File: src/rtl/mm_burst_arbiter_if.sv
// mm_burst_arbiter_if: requester and main-memory bundle for mm_burst_arbiter.
// master = arbiter side; slave = requesters plus memory (the environment).
interface mm_burst_arbiter_if #(
  parameter int WORDS_PER_LINE = 8,
  parameter int WORD_SIZE      = 32,
  parameter int ADDR_SIZE      = 32
);
  localparam int LW = $clog2(WORDS_PER_LINE);

  // D-cache writeback requester
  logic                 req_wb;
  logic [ADDR_SIZE-1:0] addr_wb;
  logic [WORD_SIZE-1:0] wb_data;
  logic                 wb_next;
  logic                 done_wb;

  // D-cache refill requester
  logic                 req_d;
  logic [ADDR_SIZE-1:0] addr_d;
  logic                 fill_vld_d;
  logic                 done_d;

  // I-cache refill requester
  logic                 req_i;
  logic [ADDR_SIZE-1:0] addr_i;
  logic                 fill_vld_i;
  logic                 done_i;

  // shared refill return path
  logic [WORD_SIZE-1:0] fill_data;
  logic [LW-1:0]        fill_word;
  logic [1:0]           grant;

  // main-memory word port
  logic                 mm_re;
  logic                 mm_we;
  logic [ADDR_SIZE-3:0] mm_addr;
  logic [WORD_SIZE-1:0] mm_din;
  logic [WORD_SIZE-1:0] mm_dout;
  logic                 mm_valid;

  modport master (
    input  req_wb, addr_wb, wb_data,
    input  req_d, addr_d,
    input  req_i, addr_i,
    input  mm_dout, mm_valid,
    output wb_next, done_wb,
    output fill_vld_d, done_d,
    output fill_vld_i, done_i,
    output fill_data, fill_word, grant,
    output mm_re, mm_we, mm_addr, mm_din
  );

  modport slave (
    output req_wb, addr_wb, wb_data,
    output req_d, addr_d,
    output req_i, addr_i,
    output mm_dout, mm_valid,
    input  wb_next, done_wb,
    input  fill_vld_d, done_d,
    input  fill_vld_i, done_i,
    input  fill_data, fill_word, grant,
    input  mm_re, mm_we, mm_addr, mm_din
  );
endinterface

File: src/rtl/mm_burst_arbiter.sv
// mm_burst_arbiter: shares one main-memory word port between D-cache
// writeback, D-cache refill and I-cache refill, one line burst at a time.
// Ports: MEM_CLK (rising edge), RST (async, active high), bus (master
// modport): level requests + line addresses in, wb_next/fill_* pulses and
// done_* pulses out, grant (00 none, 01 I, 10 D, 11 WB), and the
// mm_re/mm_we/mm_addr/mm_din/mm_dout/mm_valid memory word port.
module mm_burst_arbiter #(
  parameter int WORDS_PER_LINE = 8,
  parameter int WORD_SIZE      = 32,
  parameter int ADDR_SIZE      = 32
) (
  input logic                MEM_CLK,
  input logic                RST,
  mm_burst_arbiter_if.master bus
);

  localparam int LW  = $clog2(WORDS_PER_LINE);
  localparam int OFF = LW + 2;
  localparam int BW  = ADDR_SIZE - OFF;

  localparam logic [LW-1:0] LAST =
    LW'(WORDS_PER_LINE - 1);

  localparam logic [1:0] G_NONE = 2'b00;
  localparam logic [1:0] G_I    = 2'b01;
  localparam logic [1:0] G_D    = 2'b10;
  localparam logic [1:0] G_WB   = 2'b11;

  if (WORDS_PER_LINE < 2 ||
      (WORDS_PER_LINE & (WORDS_PER_LINE - 1)) != 0)
  begin : g_bad_words
    $error("WORDS_PER_LINE must be a power of two >= 2");
  end

  typedef enum logic [1:0] {
    IDLE,
    ACCESS,
    GAP,
    DONE
  } state_t;

  state_t        state;
  state_t        state_n;
  logic [LW-1:0] cnt;
  logic [LW-1:0] cnt_n;
  logic [BW-1:0] base;
  logic [BW-1:0] base_n;
  logic [1:0]    grant;
  logic [1:0]    grant_n;
  // rr = 0 favours I, rr = 1 favours D
  logic          rr;
  logic          rr_n;

  logic pick_wb;
  logic pick_d;
  logic pick_i;
  logic acc;
  logic is_wb;
  logic hit;
  logic rd_hit;
  logic in_done;

  // line-offset bits of the request addresses carry no information
  logic unused_off;
  assign unused_off = ^{bus.addr_wb[OFF-1:0],
                        bus.addr_d[OFF-1:0],
                        bus.addr_i[OFF-1:0]};

  // writeback always wins so a victim leaves before its refill
  always_comb begin
    pick_wb = bus.req_wb;
    pick_d  = !bus.req_wb && bus.req_d &&
              (!bus.req_i || rr);
    pick_i  = !bus.req_wb && bus.req_i &&
              (!bus.req_d || !rr);
  end

  always_ff @(posedge MEM_CLK or posedge RST) begin
    if (RST) begin
      state <= IDLE;
      cnt   <= '0;
      base  <= '0;
      grant <= G_NONE;
      rr    <= 1'b0;
    end else begin
      state <= state_n;
      cnt   <= cnt_n;
      base  <= base_n;
      grant <= grant_n;
      rr    <= rr_n;
    end
  end

  always_comb begin
    state_n = state;
    cnt_n   = cnt;
    base_n  = base;
    grant_n = grant;
    rr_n    = rr;
    unique case (state)
      IDLE: begin
        unique case (1'b1)
          pick_wb: begin
            grant_n = G_WB;
            base_n  = bus.addr_wb[ADDR_SIZE-1:OFF];
          end
          pick_d: begin
            grant_n = G_D;
            base_n  = bus.addr_d[ADDR_SIZE-1:OFF];
          end
          pick_i: begin
            grant_n = G_I;
            base_n  = bus.addr_i[ADDR_SIZE-1:OFF];
          end
          default: ;
        endcase
        if (pick_wb || pick_d || pick_i) begin
          cnt_n   = '0;
          state_n = ACCESS;
        end
      end
      ACCESS: begin
        if (bus.mm_valid) begin
          // counter parks on the last word; only a
          // new grant brings it back to zero
          if (cnt == LAST) begin
            state_n = DONE;
          end else begin
            cnt_n   = cnt + LW'(1);
            state_n = GAP;
          end
        end
      end
      GAP: begin
        state_n = ACCESS;
      end
      DONE: begin
        state_n = IDLE;
        grant_n = G_NONE;
        if (grant == G_I) begin
          rr_n = 1'b1;
        end else if (grant == G_D) begin
          rr_n = 1'b0;
        end
      end
      default: begin
        state_n = IDLE;
      end
    endcase
  end

  always_comb begin
    acc     = (state == ACCESS);
    in_done = (state == DONE);
    is_wb   = (grant == G_WB);
    hit     = acc && bus.mm_valid;
    rd_hit  = hit && !is_wb;
  end

  // memory side: held stable for the whole access
  always_comb begin
    bus.mm_re   = acc && !is_wb;
    bus.mm_we   = acc && is_wb;
    bus.mm_addr = acc ? {base, cnt} : '0;
    bus.mm_din  = (acc && is_wb) ?
                  bus.wb_data : '0;
  end

  // return path: combinational in the mm_valid cycle
  always_comb begin
    bus.fill_data  = rd_hit ? bus.mm_dout : '0;
    bus.fill_word  = rd_hit ? cnt : '0;
    bus.fill_vld_d = hit && (grant == G_D);
    bus.fill_vld_i = hit && (grant == G_I);
    bus.wb_next    = hit && is_wb;
  end

  always_comb begin
    bus.done_wb = in_done && (grant == G_WB);
    bus.done_d  = in_done && (grant == G_D);
    bus.done_i  = in_done && (grant == G_I);
    bus.grant   = grant;
  end

  a_re_we_excl: assert property (
    @(posedge MEM_CLK) disable iff (RST)
    !(bus.mm_re && bus.mm_we)
  );

endmodule

File: src/flat_wrapper.sv
// flat-port wrapper written by rule: the top's interface ports become plain ports
module mm_burst_arbiter_flat 
#(
  parameter int WORDS_PER_LINE = 8,
  parameter int WORD_SIZE      = 32,
  parameter int ADDR_SIZE      = 32
)
  (MEM_CLK, RST, bus_req_wb, bus_addr_wb, bus_wb_data, bus_req_d, bus_addr_d, bus_req_i, bus_addr_i, bus_mm_dout, bus_mm_valid, bus_wb_next, bus_done_wb, bus_fill_vld_d, bus_done_d, bus_fill_vld_i, bus_done_i, bus_fill_data, bus_fill_word, bus_grant, bus_mm_re, bus_mm_we, bus_mm_addr, bus_mm_din);
  mm_burst_arbiter_if #(.WORDS_PER_LINE(WORDS_PER_LINE), .WORD_SIZE(WORD_SIZE), .ADDR_SIZE(ADDR_SIZE)) bus_i ();
  input logic MEM_CLK;
  input logic RST;
  input wire logic [$bits(bus_i.req_wb)-1:0] bus_req_wb;
  input wire logic [$bits(bus_i.addr_wb)-1:0] bus_addr_wb;
  input wire logic [$bits(bus_i.wb_data)-1:0] bus_wb_data;
  input wire logic [$bits(bus_i.req_d)-1:0] bus_req_d;
  input wire logic [$bits(bus_i.addr_d)-1:0] bus_addr_d;
  input wire logic [$bits(bus_i.req_i)-1:0] bus_req_i;
  input wire logic [$bits(bus_i.addr_i)-1:0] bus_addr_i;
  input wire logic [$bits(bus_i.mm_dout)-1:0] bus_mm_dout;
  input wire logic [$bits(bus_i.mm_valid)-1:0] bus_mm_valid;
  output wire logic [$bits(bus_i.wb_next)-1:0] bus_wb_next;
  output wire logic [$bits(bus_i.done_wb)-1:0] bus_done_wb;
  output wire logic [$bits(bus_i.fill_vld_d)-1:0] bus_fill_vld_d;
  output wire logic [$bits(bus_i.done_d)-1:0] bus_done_d;
  output wire logic [$bits(bus_i.fill_vld_i)-1:0] bus_fill_vld_i;
  output wire logic [$bits(bus_i.done_i)-1:0] bus_done_i;
  output wire logic [$bits(bus_i.fill_data)-1:0] bus_fill_data;
  output wire logic [$bits(bus_i.fill_word)-1:0] bus_fill_word;
  output wire logic [$bits(bus_i.grant)-1:0] bus_grant;
  output wire logic [$bits(bus_i.mm_re)-1:0] bus_mm_re;
  output wire logic [$bits(bus_i.mm_we)-1:0] bus_mm_we;
  output wire logic [$bits(bus_i.mm_addr)-1:0] bus_mm_addr;
  output wire logic [$bits(bus_i.mm_din)-1:0] bus_mm_din;
  assign bus_i.req_wb = bus_req_wb;
  assign bus_i.addr_wb = bus_addr_wb;
  assign bus_i.wb_data = bus_wb_data;
  assign bus_i.req_d = bus_req_d;
  assign bus_i.addr_d = bus_addr_d;
  assign bus_i.req_i = bus_req_i;
  assign bus_i.addr_i = bus_addr_i;
  assign bus_i.mm_dout = bus_mm_dout;
  assign bus_i.mm_valid = bus_mm_valid;
  assign bus_wb_next = bus_i.wb_next;
  assign bus_done_wb = bus_i.done_wb;
  assign bus_fill_vld_d = bus_i.fill_vld_d;
  assign bus_done_d = bus_i.done_d;
  assign bus_fill_vld_i = bus_i.fill_vld_i;
  assign bus_done_i = bus_i.done_i;
  assign bus_fill_data = bus_i.fill_data;
  assign bus_fill_word = bus_i.fill_word;
  assign bus_grant = bus_i.grant;
  assign bus_mm_re = bus_i.mm_re;
  assign bus_mm_we = bus_i.mm_we;
  assign bus_mm_addr = bus_i.mm_addr;
  assign bus_mm_din = bus_i.mm_din;
  mm_burst_arbiter #(.WORDS_PER_LINE(WORDS_PER_LINE), .WORD_SIZE(WORD_SIZE), .ADDR_SIZE(ADDR_SIZE)) u_core (.MEM_CLK(MEM_CLK), .RST(RST), .bus(bus_i));
endmodule
File: config.mk
export PLATFORM = sky130hd
export DESIGN_NAME = mm_burst_arbiter_flat
export DESIGN_NICKNAME = d
export VERILOG_FILES = /design/src/rtl/mm_burst_arbiter_if.sv /design/src/rtl/mm_burst_arbiter.sv /design/src/flat_wrapper.sv
export SDC_FILE = /design/constraint.sdc
export NUM_CORES = 1
export LEC_CHECK = 0
export CAP_MARGIN = 40
export CELL_PAD_IN_SITES_DETAIL_PLACEMENT = 1
export CELL_PAD_IN_SITES_GLOBAL_PLACEMENT = 1
export CORE_AREA = 2 2 118 120
export CTS_BUF_LIST = sky130_fd_sc_hd__clkbuf_8
export DETAILED_ROUTE_END_ITERATION = 7
export DIE_AREA = 0 0 120 122
export PLACE_DENSITY_LB_ADDON = 0.08
export SLEW_MARGIN = 30
export SYNTH_ARGS = -nofsm -noshare
export SYNTH_HDL_FRONTEND = slang
export SYNTH_SLANG_ARGS = --single-unit
File: constraint.sdc
create_clock -name MEM_CLK -period 4.4 [get_ports MEM_CLK]
set_input_delay 1.32 -clock MEM_CLK [delete_from_list [all_inputs] [get_ports MEM_CLK]]
set_output_delay 1.32 -clock MEM_CLK [all_outputs]
set_load 0.01 [all_outputs]
### Word-level counts from Yosys, hierarchy flattened

Index checks and enable logic that the tools add are counted.

* flip-flop bits (word level): 35
* bits of input ports: 166

* equality and inequality tests: 11
* reductions and logical operators: 33
* $add $sub $neg: 1
* mux-type cells: 17

Operator list (number)
* 27-bit one-hot mux with 3 select lines: 1
* 32-bit 2-to-1 mux: 2
* 30-bit 2-to-1 mux: 1
* 1-bit logical AND: 14
* 3-bit 2-to-1 mux: 4
* 2-bit equality test (second input constant): 4
* 2-bit one-hot mux with 4 select lines: 1
* 2-bit AND reduction: 4
* 2-bit one-hot mux with 3 select lines: 1
* 3-bit one-hot mux with 2 select lines: 1
* 2-bit nonzero test: 3
* 1-bit zero test: 5
* 2-bit by 1-bit equality test with 1-bit output (second input constant): 2
* 1-bit logical OR: 4
* 2-bit 2-to-1 mux: 2
* 2-bit != test (second input constant): 2
* 4-bit by 2-bit != test with 1-bit output (second input constant): 1
* 2-bit one-hot mux with 2 select lines: 1
* 4-bit AND reduction: 1
* 3-bit by 1-bit adder with 3-bit output (second input constant): 1
* 3-bit equality test (second input constant): 1
* 1-bit 2-to-1 mux: 3
* 3-bit nonzero test: 1
* 2-bit zero test: 1
* 2-bit by 1-bit != test with 1-bit output (second input constant): 1

### Longest topological paths before layout

Gate-level depths: netlist (run 1).

* depth after elaboration: 7
* depth in mapped cells: 7

### Least setup slack after synthesis (run 1)

Ideal clock, no wire load.

* path type: input-to-output
* from: in bus_mm_valid
* to: out bus_fill_data[10]
* buffers on the path: 1
* arrival: 1.986 ns
* stages: 4
* path slack: 1.094 ns
* path through: nand2_1 -> nor2_1 -> clkbuf_1 -> and2_1

* word-level cells in the longest chain between the ends: 3

Ends and longest elaborated chain
* start, declared: line flat_wrapper.sv:20 `input wire logic [$bits(bus_i.mm_valid)-1:0] bus_mm_valid;`
* 1-bit logical AND: line mm_burst_arbiter.sv:156 `hit = acc && bus.mm_valid;`
* 1-bit logical AND: line mm_burst_arbiter.sv:157 `rd_hit = hit && !is_wb;`
* 32-bit 2-to-1 mux: line mm_burst_arbiter.sv:171 `bus.fill_data = rd_hit ? bus.mm_dout : '0;`
* end, declared: line flat_wrapper.sv:27 `output wire logic [$bits(bus_i.fill_data)-1:0] bus_fill_data;`

No other way between the ends.

### Worst setup path after layout (run 1)

* from: in bus_mm_valid
* to: out bus_fill_data[19]

Same word-level chain as after synthesis.

==> results.tsv, run 1 <==
stage	metric	value	unit
drt	num_vias	3481	
logic_synthesis	synth_fp_nets	502	
die	fp-row-count	43	
timing	transition_time_at_the_pin_with_the_least_slew_margin	0.768	ns
drt	routed_wire_length_per_instance	17.6	µm
timing	slew_violations	0	
worst_setup_path	maximum_fanout_count_along_the_critical_path	32	
logic_synthesis	synthesis.yosys.warnings	0	
logic_synthesis	synth_cell_type_count	38	
timing	setup-tns-final	0	ns
worst_setup_path	crit_path_end_kind	primary output	
clock_tree	tritoncts	yes	
clock_tree	cts.htree.levels	2	
job	maxCapViolations	0	
logic_synthesis	synth_mux_area_share	1.08	%
clock_tree	numCtsBuffers	5	
timing	fin_crit_sh	97.4	%
logic_synthesis	synth-xor-area-share	0	%
global_routing	antenna_found_initial	0	
timing	hold_slack	0.493	ns
worst_setup_path	crit_arrival	2.96	ns
place	numPortBuffers	257	
global_routing	grt_first_pass_wirelength	19900	µm
logic_synthesis	synth_sequential_area_ratio	31.6	%
logic_synthesis	syn_area_per_cell	8.45	µm²
die	fp.dieArea	14600	µm²
final_layout	post-route-cell-area	5570	µm²
final_layout	layout.cells.most_common_list	sky130_fd_sc_hd__clkdlybuf4s50_1, sky130_fd_sc_hd__and2_1, sky130_fd_sc_hd__a32oi_1, sky130_fd_sc_hd__and3_1, sky130_fd_sc_hd__dfrtp_1	
die	placeableCoreArea	13500	µm²
timing	slew_headroom	48.8	%
final_layout	area_growth_syn_to_layout	101	%
logic_synthesis	share_of_the_synthesized_area_in_compound_gates_ao_oa_aoi_oai	24.4	%
global_routing	groute.usage.overall	17.5	%
power_and_ir_drop	cellPowerDensity	498	nW/µm²
worst_setup_path	timing.setup.critical_path_class	input port to primary output	
logic_synthesis	ys_seq_elements	35	
timing	hold_violations	0	
logic_synthesis	yosys.area_share.adder	3.61	%
drt	drt_wl_total	13200	µm
clock_tree	cts_root_buf	sky130_fd_sc_hd__clkbuf_8	
worst_setup_path	crit_required	3.08	ns
outcome	outcome	completed	
timing	maximum_clock_rate	0.233	GHz
drt	route.antenna.remaining_nets	0	
final_layout	antenna-diode-count	0	
drt	vias_per_cell	4.64	
global_routing	first_global_vias	3475	
timing	final.min_clock_period	4.28	ns
die	floorplan.io_pins	273	
worst_hold_path	hold_path_class	register to register	
drt	drt_iter0_drc	86	
logic_synthesis	combinational_family_with_the_most_area_after_synthesis	simple AND/OR/NAND/NOR gates	
die	floorplan.initialDensity	20.5	%
final_layout	layout.cells.most_common	sky130_fd_sc_hd__clkdlybuf4s50_1	
place	finalWeightedCongestion	0.782	
power_and_ir_drop	leakagePower	2.23	nW
global_routing	grt-ovfl-total	0	
timing	setup_violations	0	
timing	finClkSkew	0.00214	ns
die	die-height	122	µm
logic_synthesis	synth_area	2770	µm²
clock_tree	cts.clk_slew.worst_paths	0.06	ns
drt	first_pass_drt_iterations	4	
drt	detail_route.drc_violations	0	
clock_tree	worst_skew_pair_latency	0.29	ns
final_layout	finish.net_count	745	
clock_tree	tritoncts_num_sinks	35	
timing	rsz_0062_raised_after_global_routing	no	
place	dpl-instance-area	5490	µm²
die	chipWidth	120	µm
power_and_ir_drop	ir_drop	0.000155	V
clock_tree	clk_path_buf_depth	2	
worst_setup_path	start_kind	input port	
final_layout	layout.filler_cells	1586	
global_routing	grt_start_max_net_pins	39	
logic_synthesis	synth_simple_gate_area_share	31.0	%
logic_synthesis	syn_inst	328	
final_layout	final_layout_size_suffix_gt1_share	5.09	%
place	dpl.hpwl	10600	µm
## final cells by class
cell class | count | area, µm² | share of cell area [%]
clock inverters | 1 | 3.75 | 0.0674
repair buffers | 270 | 2690 | 48.2
well taps | 180 | 225 | 4.04
inverters | 9 | 33.8 | 0.606
clock buffers | 5 | 68.8 | 1.24
multi-input cells | 250 | 1680 | 30.1
flip-flops and latches | 35 | 876 | 15.7
## power breakdown
part	total, mW	leakage, nW	internal (mW)	switching (mW)
logic	1.99	1.78	1.05	0.934
registers	0.569	0.413	0.480	0.0890
clock network	0.217	0.0413	0.103	0.114
## worst max-delay path: stages
cell,delay (ns)
sky130_fd_sc_hd__clkdlybuf4s50_1,0.50
sky130_fd_sc_hd__nand2_1,0.12
sky130_fd_sc_hd__nor2_4,0.16
sky130_fd_sc_hd__buf_12,0.17
sky130_fd_sc_hd__and2_1,0.15
sky130_fd_sc_hd__clkdlybuf4s50_1,0.56
## state kept, by name, indices dropped and copies added (netlist names)
name and count:
u_core.base 27, u_core.state 2, u_core.cnt 3, u_core.rr 1, u_core.bus.grant 2
## through the flow
step / instances / util (%) / setup slack, ns / power [mW]
3_3_place_gp: 743 / 40.6 / 0.0648 / 2.54
2_1_floorplan: 328 / - / 1.09 / 1.56
4_1_cts: 750 / 41.2 / 0.00349 / 2.82
3_5_place_dp: 744 / 40.7 / 0.00226 / 2.59
5_1_grt: 750 / 41.2 / 0.00161 / 3.01
6_report: 750 / 41.2 / 0.116 / 2.77
## timing repair
action | in CTS | in global routing
endpoints found under the setup margin | 0 | 32
hold endpoints to repair | 0 | 0
gates resized for setup | 0 | 2
hold buffers | 0 | 0
setup buffers | 0 | 0
## logic make-up after synthesis
kind of cell    after synthesis
simple gates                144
compound gates               96
buf+inv                      43
flops                        35
fa+ha+maj                     8
mux                           2
## metal layers
layer  GRT usage [%]  vias up  share of wire (%)
li1                -     1676                  -
met1            18.4     1635                 36
met2            32.6      155                 52
met3            6.51       15                 10
met4            4.71        0                1.6
met5               0        -                  0
## synth_stat cells (all sizes together)
master	n	area (µm²)
or4b	1	13.8
nor4b	2	32.5
o21ai	13	68.8
inv	9	33.8
a2bb2oi	1	8.76
clkbuf	17	68.8
o31ai	1	21.3
nand2	3	11.3
a32oi	35	307
mux2	2	30.0
nand3b	1	7.51
a221o	1	10.0
and3b	1	8.76
buf	17	125
a211oi	1	7.51
a31oi	19	119
and2b	2	15.0
a21boi	1	11.3
nor2	27	104
nor3	2	10.0
nand3	2	10.0
dfrtp	35	876
nand2b	3	21.3
and3	35	219
ha	8	100
a21oi	23	115
and2	65	407
o31a	1	8.76
## final timing paths
kind	cells after the start	end	start	slack [ns]
setup / recovery	6	bus_fill_data[19]	bus_mm_valid	0.12
max in group asynchronous	3	u_core.base[23]	RST	2.64
hold / removal	2	u_core.base[25]	u_core.base[25]	0.49
hold reg to reg	2	u_core.base[25]	u_core.base[25]	0.49
setup reg to reg	5	u_core.base[17]	u_core.state[0]	2.16
min in group asynchronous	3	u_core.base[18]	RST	1.43
Power figures use the tool's default switching activity.
==> inputs of run 2 (changes only) <==
- CORE_AREA: 2 2 118 120 -> 5 5 121 123
- DIE_AREA: 0 0 120 122 -> 0 0 126 128
==> run 2 against run 1 <==
Compared with the run above: global-route usage down 1.4 points; final cell count up 0.40%; cell area up 0.85%; register-to-register slack better by 0.09 ns; routed wire length up 3.6%; via count down 0.60%; power up 1.6%; clock power up 19%; clock skew up 0.0073 ns; worst setup slack better by 0.025 ns; sequential share of layout area down 0.13 points; count of clock-buffer cells in the layout up 2.
==> results.tsv, run 2 (synthesized netlist as in run 1, its figures left out) <==
stage	metric	value	unit	change
worst_setup_path	timing.critical_path.slowest_cell_delay	0.55	ns	about the same
power_and_ir_drop	p_int	1.68	mW	+2.6%
die	floorplan.io_pins	273		unchanged
clock_tree	clk_path_buf_depth	2		unchanged
power_and_ir_drop	switching_share	40.5	%	-0.54 points
global_routing	grt-ovfl-total	0		unchanged
worst_setup_path	timing.critical_path.cells	clkdlybuf4s50_1 > nand2_1 > nor2_4 > buf_12 > and2_1 > clkdlybuf4s50_1		
final_layout	final_layout_size_suffix_gt1_share	5.58	%	+0.50 points
worst_setup_path	timing.setup.critical_path_class	input port to primary output		
die	floorplan.initialDensity	20.4	%	-0.081 points
global_routing	grt_start_max_net_pins	40		+2.6%
clock_tree	cts_root_buf	sky130_fd_sc_hd__clkbuf_8		
worst_setup_path	worst_path_max_delay_cell	sky130_fd_sc_hd__clkdlybuf4s50_1		
place	dp_slack	0.0289	ns	+0.0266 ns
worst_setup_path	r2r_cells	5		unchanged
timing	slew_headroom	48.8	%	about the same
global_routing	antenna_found_initial	0		unchanged
final_layout	area_growth_syn_to_layout	103	%	
die	chipWidth	126	µm	+5.0%
clock_tree	cts.htree.levels	2		unchanged
global_routing	groute.usage.overall	16.0	%	-1.4 points
worst_setup_path	worst-path-stages	6		unchanged
worst_hold_path	whs_path_depth	2		unchanged
drt	detail_route.drc_violations	0		unchanged
timing	hold_violations	0		unchanged
timing	slew_violations	0		unchanged
worst_setup_path	timing.critical_path.mode_cell	sky130_fd_sc_hd__clkdlybuf4s50_1		
power_and_ir_drop	power_frac_seq	20.2	%	-0.3 points
final_layout	registers.top_by_ff_count	u_core.base		
drt	vias_per_cell	4.59		-1.0%
final_layout	largestRegisters	u_core.base: 27 flops, u_core.cnt: 3 flops		
outcome	outcome	completed		
clock_tree	postCtsHoldBufs	0		unchanged
worst_setup_path	reg2reg_slack	2.25	ns	+0.09 ns
drt	drt_iter0_drc	110		+28%
place	dpl.hpwl	11000	µm	+3.6%
drt	route.antenna.remaining_nets	0		unchanged
timing	maximum_clock_rate	0.235	GHz	+0.59%
final_layout	finish.net_count	746		+0.13%
power_and_ir_drop	cellPowerDensity	502	nW/µm²	+0.78%
drt	num_vias	3460		-0.60%
clock_tree	tritoncts	yes		
worst_setup_path	crit_path_end_kind	primary output		
power_and_ir_drop	switching_power	1.14	mW	+0.30%
timing	setup-tns-final	0	ns	unchanged
clock_tree	cts.clk_slew.worst_paths	0.08	ns	+0.02 ns
place	numPortBuffers	257		unchanged
worst_setup_path	critPathBufInv	3		unchanged
global_routing	grt_first_pass_wirelength	20900	µm	+4.8%
final_layout	antenna-diode-count	0		unchanged
worst_setup_path	start_kind	input port		
job	maxCapViolations	0		unchanged
die	fp.dieArea	16100	µm²	+10%
worst_setup_path	crit_family	buffers and inverters		
worst_setup_path	maximum_fanout_count_along_the_critical_path	32		unchanged
final_layout	layout.cells.most_common	sky130_fd_sc_hd__clkdlybuf4s50_1		
timing	fin_crit_sh	96.8	%	-0.57 points
timing	post-route-worst-setup-slack	0.141	ns	+0.0250 ns
power_and_ir_drop	power.share.combinational	70.6	%	-1.0 points
final_layout	largest_register_ff_count	27		unchanged
global_routing	first_global_vias	3717		+7.0%
power_and_ir_drop	pwr-share-clk	9.2	%	+1.4 points
drt	routed_wire_length_per_instance	18.2	µm	+3.2%
worst_setup_path	crit_required	3.08	ns	about the same
drt	drt_wl_total	13700	µm	+3.6%
power_and_ir_drop	ir_drop	0.000199	V	+29%
worst_hold_path	hold_path_class	register to register		
clock_tree	tritoncts_num_sinks	35		unchanged
final_layout	layout.cells.most_common_list	sky130_fd_sc_hd__clkdlybuf4s50_1, sky130_fd_sc_hd__and2_1, sky130_fd_sc_hd__a32oi_1, sky130_fd_sc_hd__and3_1, sky130_fd_sc_hd__dfrtp_1		
worst_setup_path	crit_arrival	2.94	ns	-0.02 ns
clock_tree	worst_skew_pair_latency	0.29	ns	about the same
timing	transition_time_at_the_pin_with_the_least_slew_margin	0.769	ns	+0.000610 ns
timing	rsz_0062_raised_after_global_routing	no		
timing	setup_violations	0		unchanged
timing	final.min_clock_period	4.26	ns	-0.0250 ns
drt	first_pass_drt_iterations	4		unchanged
die	die-height	128	µm	+4.9%
timing	finClkSkew	0.00943	ns	+0.00729 ns
power_and_ir_drop	leakagePower	2.25	nW	+0.89%
die	placeableCoreArea	13600	µm²	+0.40%
clock_tree	numCtsBuffers	5		unchanged
place	finalWeightedCongestion	0.847		+8.3%
die	fp-row-count	43		unchanged
-- run 2: worst min-delay path: cells and delay by family, from the launching register on --
family          cells  cell delay (ns)
compound gates      2             0.12
flops               1             0.34
-- run 2: final timing paths --
| kind | startpoint | to |
|---|---|---|
| worst max-delay path | bus_mm_valid | bus_fill_data[22] |
| worst min-delay path | u_core.base[9] | u_core.base[9] |
| worst max register to register | u_core.state[0] | u_core.base[23] |
| worst min register to register | u_core.base[9] | u_core.base[9] |
| max in group asynchronous | RST | u_core.base[21] |
| min in group asynchronous | RST | u_core.base[1] |
-- run 2: layer usage --
metal | global-route usage (%) | vias up | wire [µm]
met2 | 29.2 | 146 | 7030
met4 | 2.52 | 0 | 96
li1 | - | 1680 | -
met3 | 4.67 | 8 | 1010
met1 | 19.0 | 1626 | 5540
met5 | 0 | - | 0
-- run 2: per-stage QoR --
stage	util [%]	hold WS [ns]	area, µm²	power (mW)	cells
after global placement	40.6	0.473	5500	2.54	744
after CTS	41.4	0.498	5610	2.87	753
after detailed placement	40.6	0.482	5510	2.59	745
after global routing	41.4	0.525	5620	3.05	753
after floorplan	-	0.453	2770	1.56	328
final	41.4	0.499	5620	2.82	753
-- run 2: cell type report --
cell class | count | area, µm²
Clock buffer | 7 | 96.3
Clock inverter | 1 | 3.75
Fill cell | 1571 | 7940
Inverter | 9 | 33.8
Multi-Input combinational cell | 250 | 1680
Sequential cell | 35 | 876
Tap cell | 180 | 225
Timing Repair Buffer | 271 | 2710
-- run 2: repair_timing --
item	in CTS	in global routing
gates resized for setup	0	2
endpoints found under the setup margin	0	32
setup buffers	0	0
-- run 2: power by group through the flow --
stage / logic (mW) / registers [mW] / clock network, mW
finish: 1.99 / 0.570 / 0.258
global route: 2.18 / 0.592 / 0.282
CTS: 2.03 / 0.572 / 0.270
detailed placement: 2.01 / 0.580 / 0
global placement: 1.97 / 0.569 / 0
floorplan: 1.01 / 0.552 / 0
